**config.mk**
```make
export PLATFORM = sky130hd
export DESIGN_NAME = mmio_uart_tx_flat
export DESIGN_NICKNAME = d
export VERILOG_FILES = /design/src/rtl/mmio_uart_tx_if.sv /design/src/rtl/mmio_uart_tx.sv /design/src/flat_wrapper.sv
export SDC_FILE = /design/constraint.sdc
export NUM_CORES = 1
export LEC_CHECK = 0
export CELL_PAD_IN_SITES_DETAIL_PLACEMENT = 0
export CELL_PAD_IN_SITES_GLOBAL_PLACEMENT = 1
export CORE_UTILIZATION = 25
export DETAILED_ROUTE_END_ITERATION = 7
export GPL_ROUTABILITY_DRIVEN = 0
export PLACE_DENSITY = 0.54
export RECOVER_POWER = 25
export SYNTH_ARGS = -nofsm -noshare
export SYNTH_HDL_FRONTEND = slang
export SYNTH_SLANG_ARGS = --single-unit
```
**constraint.sdc**
```tcl
create_clock -name clk -period 2.7 [get_ports clk]
set_input_delay 0.27 -clock clk [delete_from_list [all_inputs] [get_ports clk]]
set_output_delay 0.27 -clock clk [all_outputs]
set_load 0.005 [all_outputs]
```
**src/rtl/mmio_uart_tx_if.sv**
```systemverilog
// -----------------------------------------------------------------------------
// mmio_uart_tx_if
//   Data-store bus seen by the memory-mapped UART transmitter.
//   Signals:
//     MemWrite   store strobe from the core
//     DataAdr    32-bit store/load address
//     WriteData  32-bit store data
//     ReadData   32-bit status word returned on the load path
//   Modports:
//     master  : the core side (drives address/data/strobe, reads status)
//     slave   : the UART side (samples address/data/strobe, returns status)
// -----------------------------------------------------------------------------
interface mmio_uart_tx_if;
   logic        MemWrite;
   logic [31:0] DataAdr;
   logic [31:0] WriteData;
   logic [31:0] ReadData;

   modport master (
      output MemWrite,
      output DataAdr,
      output WriteData,
      input  ReadData
   );

   modport slave (
      input  MemWrite,
      input  DataAdr,
      input  WriteData,
      output ReadData
   );
endinterface : mmio_uart_tx_if

```
**src/rtl/mmio_uart_tx.sv**
```systemverilog
// -----------------------------------------------------------------------------
// mmio_uart_tx
//   Memory-mapped UART transmitter. Byte stores to TX_ADDR are queued in a
//   small FIFO and sent as 8N1 frames on tx, LSB first. A status word
//   {overflow, full, busy} is returned on the load path at STATUS_ADDR; a
//   store there with WriteData[2]=1 clears the sticky overflow flag.
//   Ports:
//     clk    in   system clock, rising edge
//     reset  in   asynchronous active-high reset
//     bus    slave modport of mmio_uart_tx_if (MemWrite/DataAdr/WriteData in,
//            ReadData out, combinational status)
//     tx     out  serial line, idle high, driven from a flop
//     busy   out  FIFO non-empty or a frame in progress
//     full   out  FIFO holds FIFO_DEPTH entries
// -----------------------------------------------------------------------------
module mmio_uart_tx #(
   parameter logic [31:0] TX_ADDR      = 32'hFFFF_FF00,
   parameter logic [31:0] STATUS_ADDR  = 32'hFFFF_FF04,
   parameter int          CLKS_PER_BIT = 4,
   parameter int          FIFO_DEPTH   = 8
) (
   input  logic                clk,
   input  logic                reset,
   mmio_uart_tx_if.slave       bus,
   output logic                tx,
   output logic                busy,
   output logic                full
);

   localparam int AW = $clog2(FIFO_DEPTH);
   localparam int BW = $clog2(CLKS_PER_BIT);

   localparam logic [BW-1:0] BAUD_LAST = BW'(CLKS_PER_BIT - 1);
   localparam logic [BW-1:0] BAUD_ZERO = BW'(0);
   localparam logic [BW-1:0] BAUD_ONE  = BW'(1);
   localparam logic [AW:0]   PTR_ZERO  = (AW+1)'(0);
   localparam logic [AW:0]   PTR_ONE   = (AW+1)'(1);

   typedef enum logic [1:0] {
      S_IDLE  = 2'd0,
      S_START = 2'd1,
      S_DATA  = 2'd2,
      S_STOP  = 2'd3
   } state_e;

   // FIFO storage and pointers (one extra MSB distinguishes full from empty)
   logic [7:0]  fifo_q [FIFO_DEPTH];
   logic [AW:0] wr_ptr_q, wr_ptr_d;
   logic [AW:0] rd_ptr_q, rd_ptr_d;
   logic        ovf_q, ovf_d;

   // Transmit engine
   state_e       state_q, state_d;
   logic [BW-1:0] baud_q, baud_d;
   logic [2:0]   bit_idx_q, bit_idx_d;
   logic [7:0]   shift_q, shift_d;
   logic         tx_q, tx_d;

   logic empty_s;
   logic full_s;
   logic push_req_s;
   logic push_s;
   logic pop_s;
   logic clr_s;
   logic unused_wdata_s;

   assign empty_s = (wr_ptr_q == rd_ptr_q);
   assign full_s  = (wr_ptr_q[AW] != rd_ptr_q[AW]) &&
                    (wr_ptr_q[AW-1:0] == rd_ptr_q[AW-1:0]);

   // Full is judged on the registered pointers, so a push while full is
   // dropped even if the engine pops on the same edge.
   assign push_req_s = bus.MemWrite && (bus.DataAdr == TX_ADDR);
   assign push_s     = push_req_s && !full_s;
   assign clr_s      = bus.MemWrite && (bus.DataAdr == STATUS_ADDR) && bus.WriteData[2];

   // Only the low byte and the clear bit of WriteData carry meaning.
   assign unused_wdata_s = ^bus.WriteData[31:8];

   assign tx   = tx_q;
   assign full = full_s;
   assign busy = (state_q != S_IDLE) || !empty_s;

   // Status word on the load path
   always_comb begin
      bus.ReadData = 32'h0000_0000;
      if (bus.DataAdr == STATUS_ADDR) begin
         bus.ReadData = {29'b0, ovf_q, full_s, busy};
      end else begin
         bus.ReadData = 32'h0000_0000;
      end
   end

   // FIFO pointer and overflow next-state
   always_comb begin
      wr_ptr_d = wr_ptr_q;
      rd_ptr_d = rd_ptr_q;
      ovf_d    = ovf_q;
      if (push_s) begin
         wr_ptr_d = wr_ptr_q + PTR_ONE;
      end else begin
         wr_ptr_d = wr_ptr_q;
      end
      if (pop_s) begin
         rd_ptr_d = rd_ptr_q + PTR_ONE;
      end else begin
         rd_ptr_d = rd_ptr_q;
      end
      // Set and clear come from different addresses and never coincide.
      if (push_req_s && full_s) begin
         ovf_d = 1'b1;
      end else if (clr_s) begin
         ovf_d = 1'b0;
      end else begin
         ovf_d = ovf_q;
      end
   end

   // FIFO data array; contents are don't-care while the pointers say empty
   always_ff @(posedge clk) begin
      if (push_s) begin
         fifo_q[wr_ptr_q[AW-1:0]] <= bus.WriteData[7:0];
      end
   end

   // Transmit FSM next-state and serial output
   always_comb begin
      state_d   = state_q;
      baud_d    = baud_q;
      bit_idx_d = bit_idx_q;
      shift_d   = shift_q;
      pop_s     = 1'b0;
      tx_d      = 1'b1;

      case (state_q)
         S_IDLE: begin
            if (!empty_s) begin
               pop_s   = 1'b1;
               shift_d = fifo_q[rd_ptr_q[AW-1:0]];
               baud_d  = BAUD_ZERO;
               state_d = S_START;
            end else begin
               state_d = S_IDLE;
            end
         end
         S_START: begin
            if (baud_q == BAUD_LAST) begin
               baud_d    = BAUD_ZERO;
               bit_idx_d = 3'd0;
               state_d   = S_DATA;
            end else begin
               baud_d = baud_q + BAUD_ONE;
            end
         end
         S_DATA: begin
            if (baud_q == BAUD_LAST) begin
               baud_d = BAUD_ZERO;
               if (bit_idx_q == 3'd7) begin
                  state_d = S_STOP;
               end else begin
                  shift_d   = {1'b0, shift_q[7:1]};
                  bit_idx_d = bit_idx_q + 3'd1;
               end
            end else begin
               baud_d = baud_q + BAUD_ONE;
            end
         end
         S_STOP: begin
            if (baud_q == BAUD_LAST) begin
               baud_d  = BAUD_ZERO;
               state_d = S_IDLE;
            end else begin
               baud_d = baud_q + BAUD_ONE;
            end
         end
         default: begin
            state_d = S_IDLE;
            baud_d  = BAUD_ZERO;
         end
      endcase

      // tx is registered from the upcoming state so the line level tracks
      // the state without a combinational path to the pin.
      case (state_d)
         S_START: tx_d = 1'b0;
         S_DATA:  tx_d = shift_d[0];
         S_IDLE:  tx_d = 1'b1;
         S_STOP:  tx_d = 1'b1;
         default: tx_d = 1'b1;
      endcase
   end

   // State, pointer and line registers
   always_ff @(posedge clk or posedge reset) begin
      if (reset) begin
         state_q   <= S_IDLE;
         baud_q    <= BAUD_ZERO;
         bit_idx_q <= 3'd0;
         shift_q   <= 8'h00;
         tx_q      <= 1'b1;
         wr_ptr_q  <= PTR_ZERO;
         rd_ptr_q  <= PTR_ZERO;
         ovf_q     <= 1'b0;
      end else begin
         state_q   <= state_d;
         baud_q    <= baud_d;
         bit_idx_q <= bit_idx_d;
         shift_q   <= shift_d;
         tx_q      <= tx_d;
         wr_ptr_q  <= wr_ptr_d;
         rd_ptr_q  <= rd_ptr_d;
         ovf_q     <= ovf_d;
      end
   end

endmodule : mmio_uart_tx

```
**src/flat_wrapper.sv**
```systemverilog
// flat-port wrapper written by rule: the top's interface ports become plain ports
module mmio_uart_tx_flat 
#(
   parameter logic [31:0] TX_ADDR      = 32'hFFFF_FF00,
   parameter logic [31:0] STATUS_ADDR  = 32'hFFFF_FF04,
   parameter int          CLKS_PER_BIT = 4,
   parameter int          FIFO_DEPTH   = 8
)
  (clk, reset, tx, busy, full, bus_MemWrite, bus_DataAdr, bus_WriteData, bus_ReadData);
  mmio_uart_tx_if bus_i ();
  input  logic clk;
  input  logic reset;
  output logic tx;
  output logic busy;
  output logic full;
  input wire logic [$bits(bus_i.MemWrite)-1:0] bus_MemWrite;
  input wire logic [$bits(bus_i.DataAdr)-1:0] bus_DataAdr;
  input wire logic [$bits(bus_i.WriteData)-1:0] bus_WriteData;
  output wire logic [$bits(bus_i.ReadData)-1:0] bus_ReadData;
  assign bus_i.MemWrite = bus_MemWrite;
  assign bus_i.DataAdr = bus_DataAdr;
  assign bus_i.WriteData = bus_WriteData;
  assign bus_ReadData = bus_i.ReadData;
  mmio_uart_tx #(.TX_ADDR(TX_ADDR), .STATUS_ADDR(STATUS_ADDR), .CLKS_PER_BIT(CLKS_PER_BIT), .FIFO_DEPTH(FIFO_DEPTH)) u_core (.clk(clk), .reset(reset), .bus(bus_i), .tx(tx), .busy(busy), .full(full));
endmodule
```
# Yosys cells after proc, flatten, opt, wreduce, memory -nomap -nowiden
# Memory sizes are Yosys's and may differ from the RTL's.
# Index checks and enable logic that the tools add are counted.
# Widths: inputs -> output; s select.
dict set report op_classes {
  n_addsub 4
  eq_ne 17
  reduce_logical 19
  n_mux 25
}
# operator n
set ops {}
lappend ops {{$eq 32x32->1 const B} 2}
lappend ops {{$mux 8} 3}
lappend ops {{$pmux 8 s2} 1}
lappend ops {{$mux 2} 6}
lappend ops {{$mux 3} 4}
lappend ops {{$eq 2x2->1 const B} 5}
lappend ops {{$add 4x1->4 const B} 2}
lappend ops {{$pmux 2 s4} 1}
lappend ops {{$reduce_and 4->1} 2}
lappend ops {{$reduce_bool 2->1} 4}
lappend ops {{$mux 1} 7}
lappend ops {{$logic_and 1x1->1} 6}
lappend ops {{$pmux 3 s2} 1}
lappend ops {{$eq 2x1->1 const B} 2}
lappend ops {{$eq 4x4->1} 1}
lappend ops {{$logic_not 2->1} 2}
lappend ops {{$ne 2x1->1 const B} 2}
lappend ops {{$ne 2x2->1 const B} 2}
lappend ops {{$pmux 2 s2} 1}
lappend ops {{$add 3x1->3 const B} 1}
lappend ops {{$eq 3x3->1} 1}
lappend ops {{$eq 3x3->1 const B} 1}
lappend ops {{$pmux 1 s3} 1}
lappend ops {{$reduce_or 3->1} 1}
lappend ops {{other kinds (5)} 6}
dict set report totals {
  ram_bits 64
  input_bits 67
  elab_cells 75
  out_inout_bits 35
  reg_bits 25
  memories 1
}
# memory depth word_bits rd rd_ports_with_merged_regs wr line
set memory_table {}
lappend memory_table {u_core.fifo_q 8 8 1 0 1 mmio_uart_tx.sv:47} ;# logic [7:0] fifo_q [FIFO_DEPTH];

# Depth between registers and ports, before layout
# Gate-level depths: netlist (run 1).
dict set report depth {
  depth_word 7
  ltp_mapped 8
  ltp_nobuf 7
}

# Worst setup path before layout (run 1)
# OpenSTA, ideal clock, no wires.
dict set report synth_path {
  path_kind {input-to-reg}
  from {in bus_DataAdr[1]}
  to {mem u_core.fifo_q[1][0] (enable)}
  n_path_buf 0
  t_arrival_ps 2141
  setup_ps 370
  required_time_ps 2330
  cell_stages 5
  setup_slack_ps 189
  cell_sequence {or4b_4 > nor4_4 > nand3_4 > or4_4 > nor2_1}
}
dict set report synth_via {
  elab_chain_cells 5
}
# element line
set synth_lines {}
lappend synth_lines {{from (decl)} flat_wrapper.sv:17} ;# input wire logic [$bits(bus_i.DataAdr)-1:0] bus_DataAdr;
lappend synth_lines {{$eq 32x32->1} mmio_uart_tx.sv:73} ;# assign push_req_s = bus.MemWrite && (bus.DataAdr == TX_ADDR);
lappend synth_lines {{$logic_and 1x1->1} mmio_uart_tx.sv:73}
lappend synth_lines {{$logic_and 1x1->1} mmio_uart_tx.sv:74} ;# assign push_s = push_req_s && !full_s;
lappend synth_lines {{$mux 1} mmio_uart_tx.sv:121} ;# if (push_s) begin
lappend synth_lines {{$mux 1 (implied by the code)} mmio_uart_tx.sv:122} ;# fifo_q[wr_ptr_q[AW-1:0]] <= bus.WriteData[7:0];
lappend synth_lines {{to (decl)} mmio_uart_tx.sv:47}
# No other way between the ends.

# Worst setup path after layout (run 1)
dict set report layout_path {
  from {in bus_DataAdr[1]}
  to {mem u_core.fifo_q[0][3] (enable)}
}
# Same word-level chain as after synthesis.

==> results.toml, run 1 <==
[outcome]
status = "complete, no violations"

[worst_hold_path]
whs_path_depth = 1
hold_path.class = "reg -> reg"

[timing]
max_freq_ghz = 0.384
min_period_ps = 2600
worst_pin_slew_ps = 1390
fin_crit_sh = 0.964
clock_skew_ps = 9.54
finalHoldViolations = 0
max-slew-margin-rel = 0.0709
setup_violations = 0
setup_ws_ps = 96.6
maxSlewViolCount = 0
rsz0062_at_grt = "true"

[drt]
postRouteAntennaNets = 0
num_vias = 2380
via_per_inst = 4.19
first_pass_iters = 5
drcViolationCount = 0
drt-wirelength-per-cell_um = 14.7
first_iter_violations = 165
totalWireLength_um = 8350

[global_routing]
grt_max_degree = 26
grtUsageTotal = 0.109
grt_pass1_vias = 2418
grt_overflow = 0
grt_pass1_wl_um = 13600
antenna_found_initial = 0

[synth]
netlist-cell-type-count = 40
synth-seq-area-share = 0.620
ys_warn_count = 0
synth_cells = 274
syn_avg_cell_area_um2 = 15.0
synth_area_um2 = 4110
synth_seq_cells = 89

[clock_network]
cts_max_level = 3
root_buffer = "clkbuf_16"
numCtsBuffers = 9
clockBufferDepth = 2
insertion_delay_ps = 330
cts_tree = "done"
clk_pin_slew_ps = 60
cts_sinks = 89

[setup_path]
start_kind = "primary input"
slowest_delay_ps = 550
worstPathArrival_ps = 2640
reg2reg_depth = 6
slowest_stage = "or4b_4"
worstPathCellList = "clkdlybuf4s50_1 -> or4b_4 -> nor4_4 -> buf_4 -> nand3_4 -> or4_4 -> nor3_2 -> buf_6"
crit_fanout = 8
worstSetupPathType = "in -> reg"
cp_data_required_time_ps = 2740
crit_path_end_kind = "flip-flop"

[floorplanning]
coreArea_um2 = 15900
num_rows = 46
die_width_um = 130
initial_core_util = 0.258
dieArea_um2 = 17000
io_pins = 102
die_height_um = 130

[placement]
pre_cts_ws_ps = -248
dp.final_hpwl_um = 5930
port_buffers = 48

[pwr]
power_leakage_uw = 0.00196
ir_worst_vdd_v = 0.000437
powerDensity_nw_per_um2 = 550
power.total_uw = 2860

[final_layout]
drive_gt1_frac = 0.210
num_antenna_cells = 0
syn_to_final_growth_pct = 26.8
num-fill-cells = 1597
nets = 421

[job]
max_cap_violations = 0
[report_power, final]
part | internal (µW) | leakage [µW] | switching (µW)
clock network | 632 | 0.000133 | 526
registers | 1520 | 0.000921 | 30.1
logic | 98.9 | 0.000909 | 61.0
total | 2250 | 0.00196 | 617
[layer usage]
| metal | vias up | GRT usage | wire length, µm |
|---|---|---|---|
| li1 | 1119 | - | - |
| met1 | 1196 | 0.144 | 3780 |
| met2 | 58 | 0.180 | 4220 |
| met3 | 7 | 0.0279 | 298 |
| met4 | 0 | 0.0239 | 57 |
| met5 | - | 0 | 0 |
[placed cells by master (no fill, tap or decap), types with 3 or more instances in the layout]
| cell type | n |
|---|---|
| dfrtp_1 | 24 |
| a221o_1 | 6 |
| nand2_1 | 14 |
| xor2_1 | 6 |
| a21oi_1 | 3 |
| clkbuf_16 | 9 |
| mux2i_1 | 9 |
| o31ai_1 | 3 |
| buf_6 | 3 |
| nand4_1 | 6 |
| nand2b_1 | 4 |
| dlygate4sd3_1 | 3 |
| nor3_1 | 3 |
| nor2_1 | 16 |
| edfxtp_1 | 64 |
| clkdlybuf4s50_1 | 44 |
| xnor2_1 | 6 |
| ha_1 | 7 |
| mux4_2 | 16 |
| inv_1 | 8 |
| buf_4 | 20 |
| nor4_4 | 3 |
| nor2_2 | 4 |
| o21ai_0 | 8 |
| conb_1 | 29 |
[what timing repair did]
action | in CTS | in global routing
hold buffers | 0 | 0
pin swaps | 1 | 3
setup buffers | 1 | 2
setup endpoints to repair | 3 | 58
resized for setup | 1 | 10
[state kept, by name, indices dropped and copies added (netlist names)]
register / flops
u_core.state_q: 2
u_core.ovf_q: 1
u_core.fifo_q: 64
u_core.rd_ptr_q: 4
u_core.tx: 1
u_core.shift_q: 8
u_core.baud_q: 2
u_core.bit_idx_q: 3
u_core.wr_ptr_q: 4
[synthesized netlist by cell type (all sizes together)]
master	instances	area share
edfxtp	64	0.47
buf	34	0.058
dfrtp	24	0.15
nor2	20	0.018
mux4	16	0.088
nand2	14	0.013
mux2i	9	0.022
inv	8	0.0073
o21ai	8	0.0097
ha	7	0.021
a221o	6	0.015
nand4	6	0.0091
xnor2	6	0.013
xor2	6	0.013
nor3	5	0.0085
nor4	5	0.022
a21oi	4	0.0049
clkbuf	4	0.0037
nand2b	4	0.0061
nand3	4	0.0079
o31ai	3	0.0055
a22oi	2	0.0037
and3	2	0.0030
or3	2	0.0043
or4	2	0.0046
or4b	2	0.0067
a21boi	1	0.0018
conb	1	0.00091
dfstp	1	0.0064
mux2	1	0.0037
nand3b	1	0.0018
nor4b	1	0.0021
o41ai	1	0.0021
[final timing paths]
| path | startpoint | end | slack, ps |
|---|---|---|---|
| setup / recovery | bus_DataAdr[1] | u_core.fifo_q[0][3]$_DFFE_PP_ | 100 |
| hold / removal | u_core.baud_q[0]$_DFFE_PP0P_ | u_core.baud_q[0]$_DFFE_PP0P_ | 490 |
| setup reg to reg | u_core.wr_ptr_q[2]$_DFFE_PP0P_ | u_core.fifo_q[3][1]$_DFFE_PP_ | 260 |
| hold reg to reg | u_core.baud_q[0]$_DFFE_PP0P_ | u_core.baud_q[0]$_DFFE_PP0P_ | 490 |
| max in group asynchronous | reset | u_core.state_q[0]$_DFF_PP0_ | 1020 |
| min in group asynchronous | reset | u_core.bit_idx_q[2]$_DFFE_PP0P_ | 860 |
[layout make-up]
cell class                      instances  area (µm²)  share of cell area
Clock buffer                            9         225              0.0432
Clock inverter                          7        52.6              0.0101
Inverter                                8        30.0             0.00576
Multi-Input combinational cell        167        1410               0.271
Sequential cell                        89        2550               0.489
Tap cell                              216         270              0.0519
Timing Repair Buffer                   72         671               0.129
[critical path, delay by kind of cell]
kind          cells  cell delay [ps]
buf+inv           3              770
simple gates      5             1590
[per-stage QoR]
step	setup TNS [ps]	hold WS, ps	instances	util	cell area (µm²)
after floorplan	0	297	302	-	4210
after global placement	-10020	473	549	0.306	4870
after global routing	-127	512	568	0.327	5210
after CTS	0	318	566	0.324	5160
after detailed placement	-12390	481	549	0.306	4870
final	0	489	568	0.327	5210
[cells by family (layout without fill, tap and decap cells)]
group | Yosys count | in the layout | synth area share
other | 1 | 29 | 0.000913
xor gates and xnor gates | 12 | 12 | 0.0256
DFF | 89 | 89 | 0.620
muxes | 26 | 26 | 0.113
AOI/OAI and AO/OA | 25 | 25 | 0.0423
adders and majority gates | 7 | 7 | 0.0213
and+or+nand+nor | 68 | 68 | 0.107
buffers and inverters | 46 | 96 | 0.0694
Note: power is estimated with default switching activity, not from simulation.
==> run 2: changes to the inputs <==
Settings changed: CAP_MARGIN set to 40, CTS_BUF_LIST set to sky130_fd_sc_hd__clkbuf_16, SLEW_MARGIN set to 20.
==> results of run 2 <==
Same layout as run 1: the final DEF is identical, and so are final timing and power.
==> run 3: changes to the inputs <==
Settings changed: CORE_UTILIZATION 25 to 40, PLACE_DENSITY 0.54 to 0.8.
==> run 3 against run 2 <==
Count of clock-buffer cells in the layout is the same. Fmax grew 0.15%. Critical path depth shrank 2. Sequential power is essentially flat. Power grew 2.8%. First-iteration DRC count shrank 54%. Global-route usage grew 4.6 points. Clock power grew 7%. Clock skew is essentially flat. Via count shrank 0.92%. Worst hold slack lost 6.3 ps. Sequential cell count is the same. Critical path type is now in -> out.
==> results.toml, run 3 (synthesis gave the netlist of run 1 again) <==
[outcome]
status = "complete, no violations"

[drt]
postRouteAntennaNets = 0
first_iter_violations = 76
num_vias = 2358
first_pass_iters = 4
drcViolationCount = 0
via_per_inst = 4.86
totalWireLength_um = 7210
drt-wirelength-per-cell_um = 14.9

[final_layout]
fin_area_um2 = 5110
nets = 421
syn_to_final_growth_pct = 24.5
num-fill-cells = 815
largest_reg_flops = 64
layout_commonest_cell = "edfxtp_1"
most-common-layout-cells = "edfxtp_1, clkdlybuf4s50_1, conb_1"
multi_input_area_um2 = 1410
num_antenna_cells = 0
drive_gt1_frac = 0.205
seq_area_um2 = 2550

[floorplanning]
die_width_um = 103
die_height_um = 103
initial_core_util = 0.417
coreArea_um2 = 9860
dieArea_um2 = 10700
io_pins = 102
num_rows = 36

[timing]
clock_skew_ps = 9.06
worst_pin_slew_ps = 1410
setup_ws_ps = 101
min_period_ps = 2600
maxSlewViolCount = 0
rsz0062_at_grt = "false"
finalHoldViolations = 0
max-slew-margin-rel = 0.0628
fin_crit_sh = 0.963
setup_violations = 0
max_freq_ghz = 0.385

[global_routing]
grt_pass1_vias = 2326
grtUsageTotal = 0.155
grt_max_degree = 26
grt_overflow = 0
antenna_found_initial = 0
grt_pass1_wl_um = 11900

[clock_network]
cts_sinks = 89
ctsHoldBuffers = 0
cts_tree = "done"
clockBufferDepth = 2
cts_max_level = 3
insertion_delay_ps = 340
clk_pin_slew_ps = 70
numCtsBuffers = 9
root_buffer = "clkbuf_16"

[pwr]
ir_worst_vdd_v = 0.000464
power.total_uw = 2940
power_leakage_uw = 0.00199
powerDensity_nw_per_um2 = 576

[worst_hold_path]
hold_path.class = "reg -> reg"

[setup_path]
cp_data_required_time_ps = 2430
start_kind = "primary input"
rrSetupSlack_ps = 330
crit_fanout = 3
worstSetupPathType = "in -> out"
worstPathArrival_ps = 2330
crit_path_end_kind = "output port"

[placement]
pre_cts_ws_ps = -163
dp.final_hpwl_um = 5200
port_buffers = 48
postPlaceCellArea_um2 = 4780

[job]
max_cap_violations = 0
run 3: worst paths after layout:
kind / from / endpoint / cells after the start
worst max register to register: u_core.wr_ptr_q[2]$_DFFE_PP0P_ / u_core.fifo_q[3][0]$_DFFE_PP_ / 5
worst min-delay path: u_core.baud_q[0]$_DFFE_PP0P_ / u_core.baud_q[0]$_DFFE_PP0P_ / 1
min in group asynchronous: reset / u_core.shift_q[6]$_DFFE_PP0P_ / 3
max in group asynchronous: reset / u_core.baud_q[0]$_DFFE_PP0P_ / 3
worst max-delay path: bus_DataAdr[5] / bus_ReadData[1] / 6
worst min register to register: u_core.baud_q[0]$_DFFE_PP0P_ / u_core.baud_q[0]$_DFFE_PP0P_ / 1
run 3: report_power, final:
part | internal, µW | switching, µW | total, µW
logic | 99.0 | 59.9 | 159
clock network | 662 | 579 | 1240
registers | 1520 | 28.8 | 1540
total | 2280 | 668 | 2940
run 3: routing by layer:
metal	GRT usage	up-vias	wire length (µm)
li1	-	1126	-
met1	0.206	1172	3260
met2	0.251	52	3610
met3	0.0383	8	239
met4	0.0542	0	93
met5	0	-	0
run 3: final cells by class:
class | count | area share
Clock inverter | 7 | 0.0154
Multi-Input combinational cell | 167 | 0.275
Timing Repair Buffer | 72 | 0.129
Clock buffer | 9 | 0.0440
Tap cell | 133 | 0.0325
Sequential cell | 89 | 0.498
Inverter | 8 | 0.00587
run 3: repair_timing:
| action | in CTS | in global routing |
|---|---|---|
| endpoints found under the setup margin | 1 | 4 |
| setup buffers | 0 | 2 |
| pin swaps | 0 | 3 |
| resized for setup | 1 | 3 |
run 3: through the flow:
stage,hold WS (ps),cells,setup TNS [ps],utilization
finish,483,485,0,0.518
global route,517,485,0,0.518
CTS,301,483,0,0.516
detailed placement,481,467,-7570,0.484
global placement,463,467,-8150,0.484
floorplan,297,302,0,-
run 3: critical path: stages:
cell	delay, ps
clkdlybuf4s50_1	400
or4_4	540
nor4_4	330
nand3_2	150
nor2_1	120
clkdlybuf4s50_1	510
